<file path="src/rtl/opb_regbank_pkg.sv">
// Shared types and helpers for the OPB register bank: slave FSM states,
// byte-lane masking and the location of the commit word.
package opb_regbank_pkg;

    typedef enum logic [1:0] {
        ST_IDLE = 2'd0,
        ST_ACK  = 2'd1,
        ST_HOLD = 2'd2
    } opb_state_t;

    localparam int OPB_WORD_BYTES = 4;

    // be[j] enables user bits 8j+7:8j (be[3] is the OPB BE[0] lane, bits 31:24).
    function automatic logic [31:0] lane_mask(input logic [OPB_WORD_BYTES-1:0] be);
        return {{8{be[3]}}, {8{be[2]}}, {8{be[1]}}, {8{be[0]}}};
    endfunction

    // Commit word sits directly after the control and status blocks.
    function automatic logic [31:0] commit_offset(input int unsigned num_regs);
        return 32'(2 * num_regs);
    endfunction

endpackage

</file>
<file path="src/rtl/opb_regbank_word.sv">
// One 32-bit register with byte-enable write, parametrised reset value and a
// one-cycle strobe that is high in the cycle after a write.
module opb_regbank_word
    import opb_regbank_pkg::*;
#(
    parameter logic [31:0] RESET_VAL = 32'h0
) (
    input  logic                      clk,
    input  logic                      rst_n,
    input  logic                      wr_en,
    input  logic [OPB_WORD_BYTES-1:0] be,
    input  logic [31:0]               wdata,
    output logic [31:0]               q,
    output logic                      strobe
);

    logic [31:0] mask;

    assign mask = lane_mask(be);

    // Strobe follows wr_en even with no byte enabled: the access still happened.
    always_ff @(posedge clk or negedge rst_n) begin
        if (!rst_n) begin
            q      <= RESET_VAL;
            strobe <= 1'b0;
        end else begin
            strobe <= wr_en;
            if (wr_en) begin
                q <= (q & ~mask) | (wdata & mask);
            end
        end
    end

endmodule

</file>
<file path="src/rtl/opb_register_bank.sv">
// OPB slave with C_NUM_REGS control and C_NUM_REGS status words.
// Define REGBANK_SHADOW_EN to stage control writes in shadows until a commit.
module opb_register_bank
    import opb_regbank_pkg::*;
#(
    parameter logic [31:0] C_BASEADDR   = 32'h010B_0000,
    parameter logic [31:0] C_HIGHADDR   = 32'h010B_00FF,
    parameter int          C_OPB_AWIDTH = 32,
    parameter int          C_OPB_DWIDTH = 32,
    parameter int          C_NUM_REGS   = 8,
    parameter logic [31:0] C_RESET_VAL  = 32'h0
) (
    input  logic                        OPB_Clk,
    input  logic                        OPB_Rst_n,
    input  logic [0:C_OPB_AWIDTH-1]     OPB_ABus,
    input  logic [0:C_OPB_DWIDTH/8-1]   OPB_BE,
    input  logic [0:C_OPB_DWIDTH-1]     OPB_DBus,
    input  logic                        OPB_RNW,
    input  logic                        OPB_select,
    input  logic                        OPB_seqAddr,
    output logic [0:C_OPB_DWIDTH-1]     Sl_DBus,
    output logic                        Sl_xferAck,
    output logic                        Sl_errAck,
    output logic                        Sl_retry,
    output logic                        Sl_toutSup,
    output logic [32*C_NUM_REGS-1:0]    user_data_out,
    output logic [C_NUM_REGS-1:0]       user_wr_strobe,
    input  logic [32*C_NUM_REGS-1:0]    user_status_in,
    output opb_state_t                  dbg_state
);

    localparam logic [31:0] NREG = 32'(C_NUM_REGS);

    opb_state_t                state;
    logic [31:0]               addr;
    logic [31:0]               offset;
    logic [31:0]               word_idx;
    logic [31:0]               wdata;
    logic [OPB_WORD_BYTES-1:0] be_le;
    logic                      hit;
    logic                      wr_start;
    logic [31:0]               rd_mux;
    logic [31:0]               rd_data;
    logic [C_NUM_REGS-1:0]     ctrl_we;
    logic [31:0]               ctrl_view [C_NUM_REGS];

    // Big-endian OPB vectors land on little-endian user bits positionally.
    assign addr     = OPB_ABus;
    assign wdata    = OPB_DBus;
    assign be_le    = OPB_BE;
    assign offset   = addr - C_BASEADDR;
    assign word_idx = offset >> 2;
    assign hit      = OPB_select && (addr >= C_BASEADDR) && (addr <= C_HIGHADDR);
    assign wr_start = (state == ST_IDLE) && hit && !OPB_RNW;

    assign Sl_errAck  = 1'b0;
    assign Sl_retry   = 1'b0;
    assign Sl_toutSup = 1'b0;
    assign Sl_DBus    = rd_data;
    assign dbg_state  = state;

`ifdef REGBANK_SHADOW_EN
    localparam logic [31:0] COMMIT_IDX = commit_offset(C_NUM_REGS);
    logic commit;

    assign commit = wr_start && (word_idx == COMMIT_IDX) && wdata[0];
`endif

    for (genvar i = 0; i < C_NUM_REGS; i++) begin : g_reg
        assign ctrl_we[i] = wr_start && (word_idx == 32'(i));
`ifdef REGBANK_SHADOW_EN
        logic [31:0] shadow_q;

        opb_regbank_word #(.RESET_VAL(C_RESET_VAL)) u_shadow (
            .clk    (OPB_Clk),
            .rst_n  (OPB_Rst_n),
            .wr_en  (ctrl_we[i]),
            .be     (be_le),
            .wdata  (wdata),
            .q      (shadow_q),
            .strobe ()
        );

        opb_regbank_word #(.RESET_VAL(C_RESET_VAL)) u_out (
            .clk    (OPB_Clk),
            .rst_n  (OPB_Rst_n),
            .wr_en  (commit),
            .be     ({OPB_WORD_BYTES{1'b1}}),
            .wdata  (shadow_q),
            .q      (user_data_out[32*i +: 32]),
            .strobe (user_wr_strobe[i])
        );

        assign ctrl_view[i] = shadow_q;
`else
        opb_regbank_word #(.RESET_VAL(C_RESET_VAL)) u_out (
            .clk    (OPB_Clk),
            .rst_n  (OPB_Rst_n),
            .wr_en  (ctrl_we[i]),
            .be     (be_le),
            .wdata  (wdata),
            .q      (user_data_out[32*i +: 32]),
            .strobe (user_wr_strobe[i])
        );

        assign ctrl_view[i] = user_data_out[32*i +: 32];
`endif
    end

    // Unmapped in-window words (including the commit word) read as zero.
    always_comb begin
        rd_mux = 32'h0;
        for (int i = 0; i < C_NUM_REGS; i++) begin
            if (word_idx == 32'(i)) begin
                rd_mux = ctrl_view[i];
            end
            if (word_idx == NREG + 32'(i)) begin
                rd_mux = user_status_in[32*i +: 32];
            end
        end
    end

    // Handshake: a transfer starts when OPB_select is sampled high in IDLE with
    // an in-window address; Sl_xferAck is high for exactly the following cycle
    // and Sl_DBus carries read data only then. HOLD waits for the master to drop
    // select (or flag a sequential access) so one request yields one ack.
    always_ff @(posedge OPB_Clk or negedge OPB_Rst_n) begin
        if (!OPB_Rst_n) begin
            state      <= ST_IDLE;
            Sl_xferAck <= 1'b0;
            rd_data    <= 32'h0;
        end else begin
            case (state)
                ST_IDLE: begin
                    if (hit) begin
                        state      <= ST_ACK;
                        Sl_xferAck <= 1'b1;
                        rd_data    <= OPB_RNW ? rd_mux : 32'h0;
                    end
                end
                ST_ACK: begin
                    state      <= ST_HOLD;
                    Sl_xferAck <= 1'b0;
                    rd_data    <= 32'h0;
                end
                ST_HOLD: begin
                    if (!OPB_select || OPB_seqAddr) begin
                        state <= ST_IDLE;
                    end
                end
                default: begin
                    state      <= ST_IDLE;
                    Sl_xferAck <= 1'b0;
                    rd_data    <= 32'h0;
                end
            endcase
        end
    end

endmodule

</file>
<file path="config.mk">
export PLATFORM = sky130hd
export DESIGN_NAME = opb_register_bank
export DESIGN_NICKNAME = d
export VERILOG_FILES = /design/src/rtl/opb_regbank_pkg.sv /design/src/rtl/opb_regbank_word.sv /design/src/rtl/opb_register_bank.sv
export SDC_FILE = /design/constraint.sdc
export NUM_CORES = 1
export LEC_CHECK = 0
export ABC_AREA = 1
export CORE_AREA = 2 2 246 248
export DETAILED_ROUTE_END_ITERATION = 12
export DIE_AREA = 0 0 248 250
export PLACE_DENSITY = 0.69
export SYNTH_ARGS = -nofsm -noshare
export SYNTH_HDL_FRONTEND = slang
export SYNTH_HIERARCHICAL = 1
export SYNTH_SLANG_ARGS = --single-unit
</file>
<file path="constraint.sdc">
create_clock -name OPB_Clk -period 4.2 [get_ports OPB_Clk]
set_clock_uncertainty 0.2 [all_clocks]
set_input_delay 0.84 -clock OPB_Clk [delete_from_list [all_inputs] [get_ports OPB_Clk]]
set_output_delay 0.84 -clock OPB_Clk [all_outputs]
set_load 0.005 [all_outputs]
</file>
==> flow_results.xml <==
<?xml version="1.0" encoding="UTF-8"?>
<metrics>
  <group name="critical_path">
    <metric name="critical_path.startpoint_type" unit="">input pin</metric>
    <metric name="crit_type" unit="">in -&gt; reg</metric>
    <metric name="timing.critical_path.fanout_max" unit="">18</metric>
    <metric name="setup.worst_path.end_class" unit="">flop</metric>
    <metric name="cpMaxStageDelayCell" unit="">sky130_fd_sc_hd__clkdlybuf4s50_1</metric>
    <metric name="timing.critical_path.arrival" unit="ns">4.11</metric>
    <metric name="worst-path-buf-inv" unit="">6</metric>
    <metric name="cp_slowest_stage_delay" unit="ns">0.46</metric>
    <metric name="cp.required" unit="ns">4.45</metric>
    <metric name="worst_path_most_repeated_cell" unit="">sky130_fd_sc_hd__nand2_1</metric>
    <metric name="worst_path_dominant_cell_family" unit="">simple AND/OR/NAND/NOR gates</metric>
  </group>
  <group name="timing">
    <metric name="layout_min_cycle_time" unit="ns">3.86</metric>
    <metric name="maxClockFrequency" unit="MHz">259</metric>
    <metric name="fin_crit_sh" unit="">0.920</metric>
    <metric name="postLayoutSetupSlackWorst" unit="ns">0.337</metric>
    <metric name="setup_viol_count_final" unit="">0</metric>
    <metric name="hold_viol" unit="">0</metric>
    <metric name="rsz0062_at_grt" unit="">false</metric>
    <metric name="worst-slew-pin-transition" unit="ns">1.04</metric>
    <metric name="slew_headroom" unit="">0.305</metric>
    <metric name="count_of_final_max_slew_check_failures" unit="">0</metric>
  </group>
  <group name="power_and_ir_drop">
    <metric name="seq_power_share" unit="">0.411</metric>
    <metric name="share_clk_of_total_power" unit="">0.500</metric>
    <metric name="power.combinational.fraction" unit="">0.088</metric>
    <metric name="p_per_area" unit="nW/µm²">252</metric>
    <metric name="netSwitchingFraction" unit="">0.242</metric>
    <metric name="internal-power" unit="mW">5.31</metric>
    <metric name="p_switching" unit="mW">1.69</metric>
    <metric name="worst_ir_drop_vdd" unit="mV">0.232</metric>
    <metric name="p_leak" unit="nW">13.5</metric>
  </group>
  <group name="place">
    <metric name="dp_hpwl" unit="µm">72200</metric>
    <metric name="gp_congestion" unit="">0.961</metric>
    <metric name="pre_cts_slack" unit="ns">-0.262</metric>
    <metric name="buffer_ports.inserted" unit="">627</metric>
  </group>
  <group name="final_layout">
    <metric name="final_core_util" unit="">0.466</metric>
    <metric name="fin_nets" unit="">3711</metric>
    <metric name="flow.area_growth_from_synthesis" unit="%">49.3</metric>
    <metric name="drive_above_1_share" unit="">0.106</metric>
  </group>
  <group name="routing">
    <metric name="detail_route.wl_per_cell" unit="µm">22.2</metric>
    <metric name="avgViaCountPerCell" unit="">5.03</metric>
    <metric name="detailedRoute.firstPassIterationCount" unit="">5</metric>
    <metric name="antenna_left" unit="">0</metric>
    <metric name="drc_errors" unit="">0</metric>
    <metric name="dr_total_vias" unit="">21100</metric>
    <metric name="drt-initial-drc-count" unit="">1603</metric>
    <metric name="routed_wl" unit="µm">93300</metric>
  </group>
  <group name="global_route">
    <metric name="grt_max_degree" unit="">99</metric>
    <metric name="grt_pass1_wl" unit="µm">135000</metric>
    <metric name="grt_pass1_vias" unit="">20500</metric>
    <metric name="groute.usage.overall" unit="">0.294</metric>
    <metric name="antenna_found_initial" unit="">9</metric>
    <metric name="global_route.overflow_total" unit="">0</metric>
  </group>
  <group name="logic_synthesis">
    <metric name="synth_seq_cells" unit="">299</metric>
    <metric name="synth_top_cell_by_area" unit="">sky130_fd_sc_hd__dfrtp_1</metric>
    <metric name="synth_compound_area_frac" unit="">0.0526</metric>
    <metric name="ys.flop_type" unit="">sky130_fd_sc_hd__dfrtp_1</metric>
    <metric name="synth_simple_gate_area_frac" unit="">0.416</metric>
    <metric name="synth_cells" unit="">2707</metric>
    <metric name="synth_top_area_share" unit="">0.402</metric>
    <metric name="synth_sequential_area_ratio" unit="">0.402</metric>
    <metric name="syn_area" unit="µm²">18600</metric>
    <metric name="synth_warnings" unit="">6</metric>
    <metric name="synth_area_per_cell" unit="µm²">6.87</metric>
    <metric name="yosys-top-cells-area" unit="">sky130_fd_sc_hd__dfrtp_1 40%, sky130_fd_sc_hd__nand2_1 23%, sky130_fd_sc_hd__nand3_1 7.5%</metric>
    <metric name="synth-xor-area-share" unit="">0</metric>
    <metric name="synth-edff-count" unit="">0</metric>
    <metric name="adder_and_majority_cell_fraction_of_the_synthesized_area" unit="">0</metric>
    <metric name="synth_cell_type_count" unit="">31</metric>
    <metric name="main_combinational_cell_family_by_area_after_synthesis" unit="">simple AND/OR/NAND/NOR gates</metric>
    <metric name="synth_common_cells" unit="">1117 x sky130_fd_sc_hd__nand2_1, 340 x sky130_fd_sc_hd__inv_1, 299 x sky130_fd_sc_hd__dfrtp_1</metric>
    <metric name="async_flop_share" unit="">1.00</metric>
    <metric name="portion_of_netlist_area_occupied_by_mux_cells" unit="">0</metric>
    <metric name="yosysMostFrequentCell" unit="">sky130_fd_sc_hd__nand2_1</metric>
  </group>
  <group name="clock_tree">
    <metric name="cts-root-to-sink-buffers" unit="">3</metric>
    <metric name="h-tree-depth" unit="">2</metric>
    <metric name="tritoncts_clock_tree" unit="">done</metric>
    <metric name="numCtsBuffers" unit="">39</metric>
    <metric name="cts.clk_slew.worst_paths" unit="ns">0.06</metric>
    <metric name="cts_post_setup_buffers_inserted" unit="">0</metric>
    <metric name="clock-root-buffer" unit="">sky130_fd_sc_hd__clkbuf_16</metric>
    <metric name="clk-insertion-delay-late" unit="ns">0.55</metric>
    <metric name="tritoncts_num_sinks" unit="">299</metric>
  </group>
  <group name="floorplan">
    <metric name="dieArea" unit="µm²">62000</metric>
    <metric name="core-area" unit="µm²">59600</metric>
    <metric name="num_io_pins" unit="">631</metric>
    <metric name="fp-row-count" unit="">90</metric>
    <metric name="die_x" unit="µm">248</metric>
    <metric name="dieHeight" unit="µm">250</metric>
    <metric name="start_util" unit="">0.312</metric>
  </group>
  <group name="run">
    <metric name="max_cap_viol_count" unit="">0</metric>
  </group>
  <group name="outcome">
    <metric name="run_status" unit="">finished, final reports clean</metric>
  </group>
  <group name="hold_path">
    <metric name="hold_path_class" unit="">in -&gt; async</metric>
  </group>
</metrics>
kinds of logic (layout without fill, tap and decap cells):
logic type | after synthesis | after routing
AND/OR/NAND/NOR | 1717 | 1717
buffers and inverters | 496 | 1193
flip-flops | 299 | 299
AO/OA/AOI/OAI | 194 | 194
other | 1 | 11
area by class of cell:
| cell class | count | area [µm²] |
|---|---|---|
| fill | 5921 | 31800 |
| multi-input combinational | 1914 | 8810 |
| timing repair buffer | 780 | 7880 |
| sequential | 299 | 7480 |
| inverter | 348 | 1310 |
| clock buffer | 55 | 1140 |
| tap | 782 | 978 |
| clock inverter | 10 | 165 |
| antenna | 8 | 20.0 |
worst paths after layout:
kind	start	to	slack, ns	cells after the start
worst max-delay path	OPB_ABus[10]	Sl_DBus[3]	0.34	28
worst min-delay path	OPB_Rst_n	Sl_DBus[29]	0.07	1
worst max register to register	dbg_state[1]	flop	1.57	10
worst min register to register	Sl_DBus[14]	Sl_DBus[14]	0.28	2
max in group asynchronous	OPB_Rst_n	async pin	2.68	2
min in group OPB_Clk	Sl_DBus[14]	Sl_DBus[14]	0.28	2
per-layer routing:
metal	GRT usage	share of wire
met3	0.0585	0.082
met5	0	0.00023
met4	0.129	0.047
met1	0.363	0.39
met2	0.494	0.48
repair_timing:
| action | 4_1_cts | 5_1_grt |
|---|---|---|
| resized for setup | 0 | 5 |
| hold buffers | 0 | 0 |
| endpoints found under the setup margin | 0 | 4 |
layout by cell type (no fill, tap or decap), types with 35 or more instances in the layout:
cell                              instances
sky130_fd_sc_hd__nand3_2                 84
sky130_fd_sc_hd__buf_4                  118
sky130_fd_sc_hd__nand3_1                278
sky130_fd_sc_hd__nor2_1                  71
sky130_fd_sc_hd__nand2_2                 37
sky130_fd_sc_hd__nand2_1               1116
sky130_fd_sc_hd__o21ai_1                 53
sky130_fd_sc_hd__clkbuf_16               42
sky130_fd_sc_hd__nand4_1                101
sky130_fd_sc_hd__dfrtp_1                299
sky130_fd_sc_hd__buf_12                  35
sky130_fd_sc_hd__inv_1                  340
sky130_fd_sc_hd__clkdlybuf4s50_1        622
sky130_fd_sc_hd__o21ai_0                137
power groups by stage:
stage	Sequential [mW]	Clock [mW]	Combinational, mW
after floorplan	2.93	0	0.0972
after global placement	2.93	0	0.618
after detailed placement	2.93	0	0.616
after CTS	2.88	3.56	0.620
after global routing	2.88	3.66	0.653
final	2.88	3.50	0.619
metrics by stage:
stage                     power (mW)  hold WS, ns  TNS, ns  instances  area (µm²)
final                           7.00       0.0682        0       4196       27800
after global routing            7.20        0.105        0       4193       27800
after CTS                       7.06       0.0749        0       4187       27700
after detailed placement        3.55        0.264    -2.62       4122       26400
after global placement          3.55        0.265    -1.75       4122       26400
after floorplan                 3.03        0.272        0       2709       18600
worst register-to-register path, delay by kind of cell, from the launching register on:
family / cells / cell delay (ns)
buf+inv: 2 / 0.42
flops: 1 / 0.45
simple gates: 8 / 1.44
No activity file was read; power rests on OpenSTA's default activity.
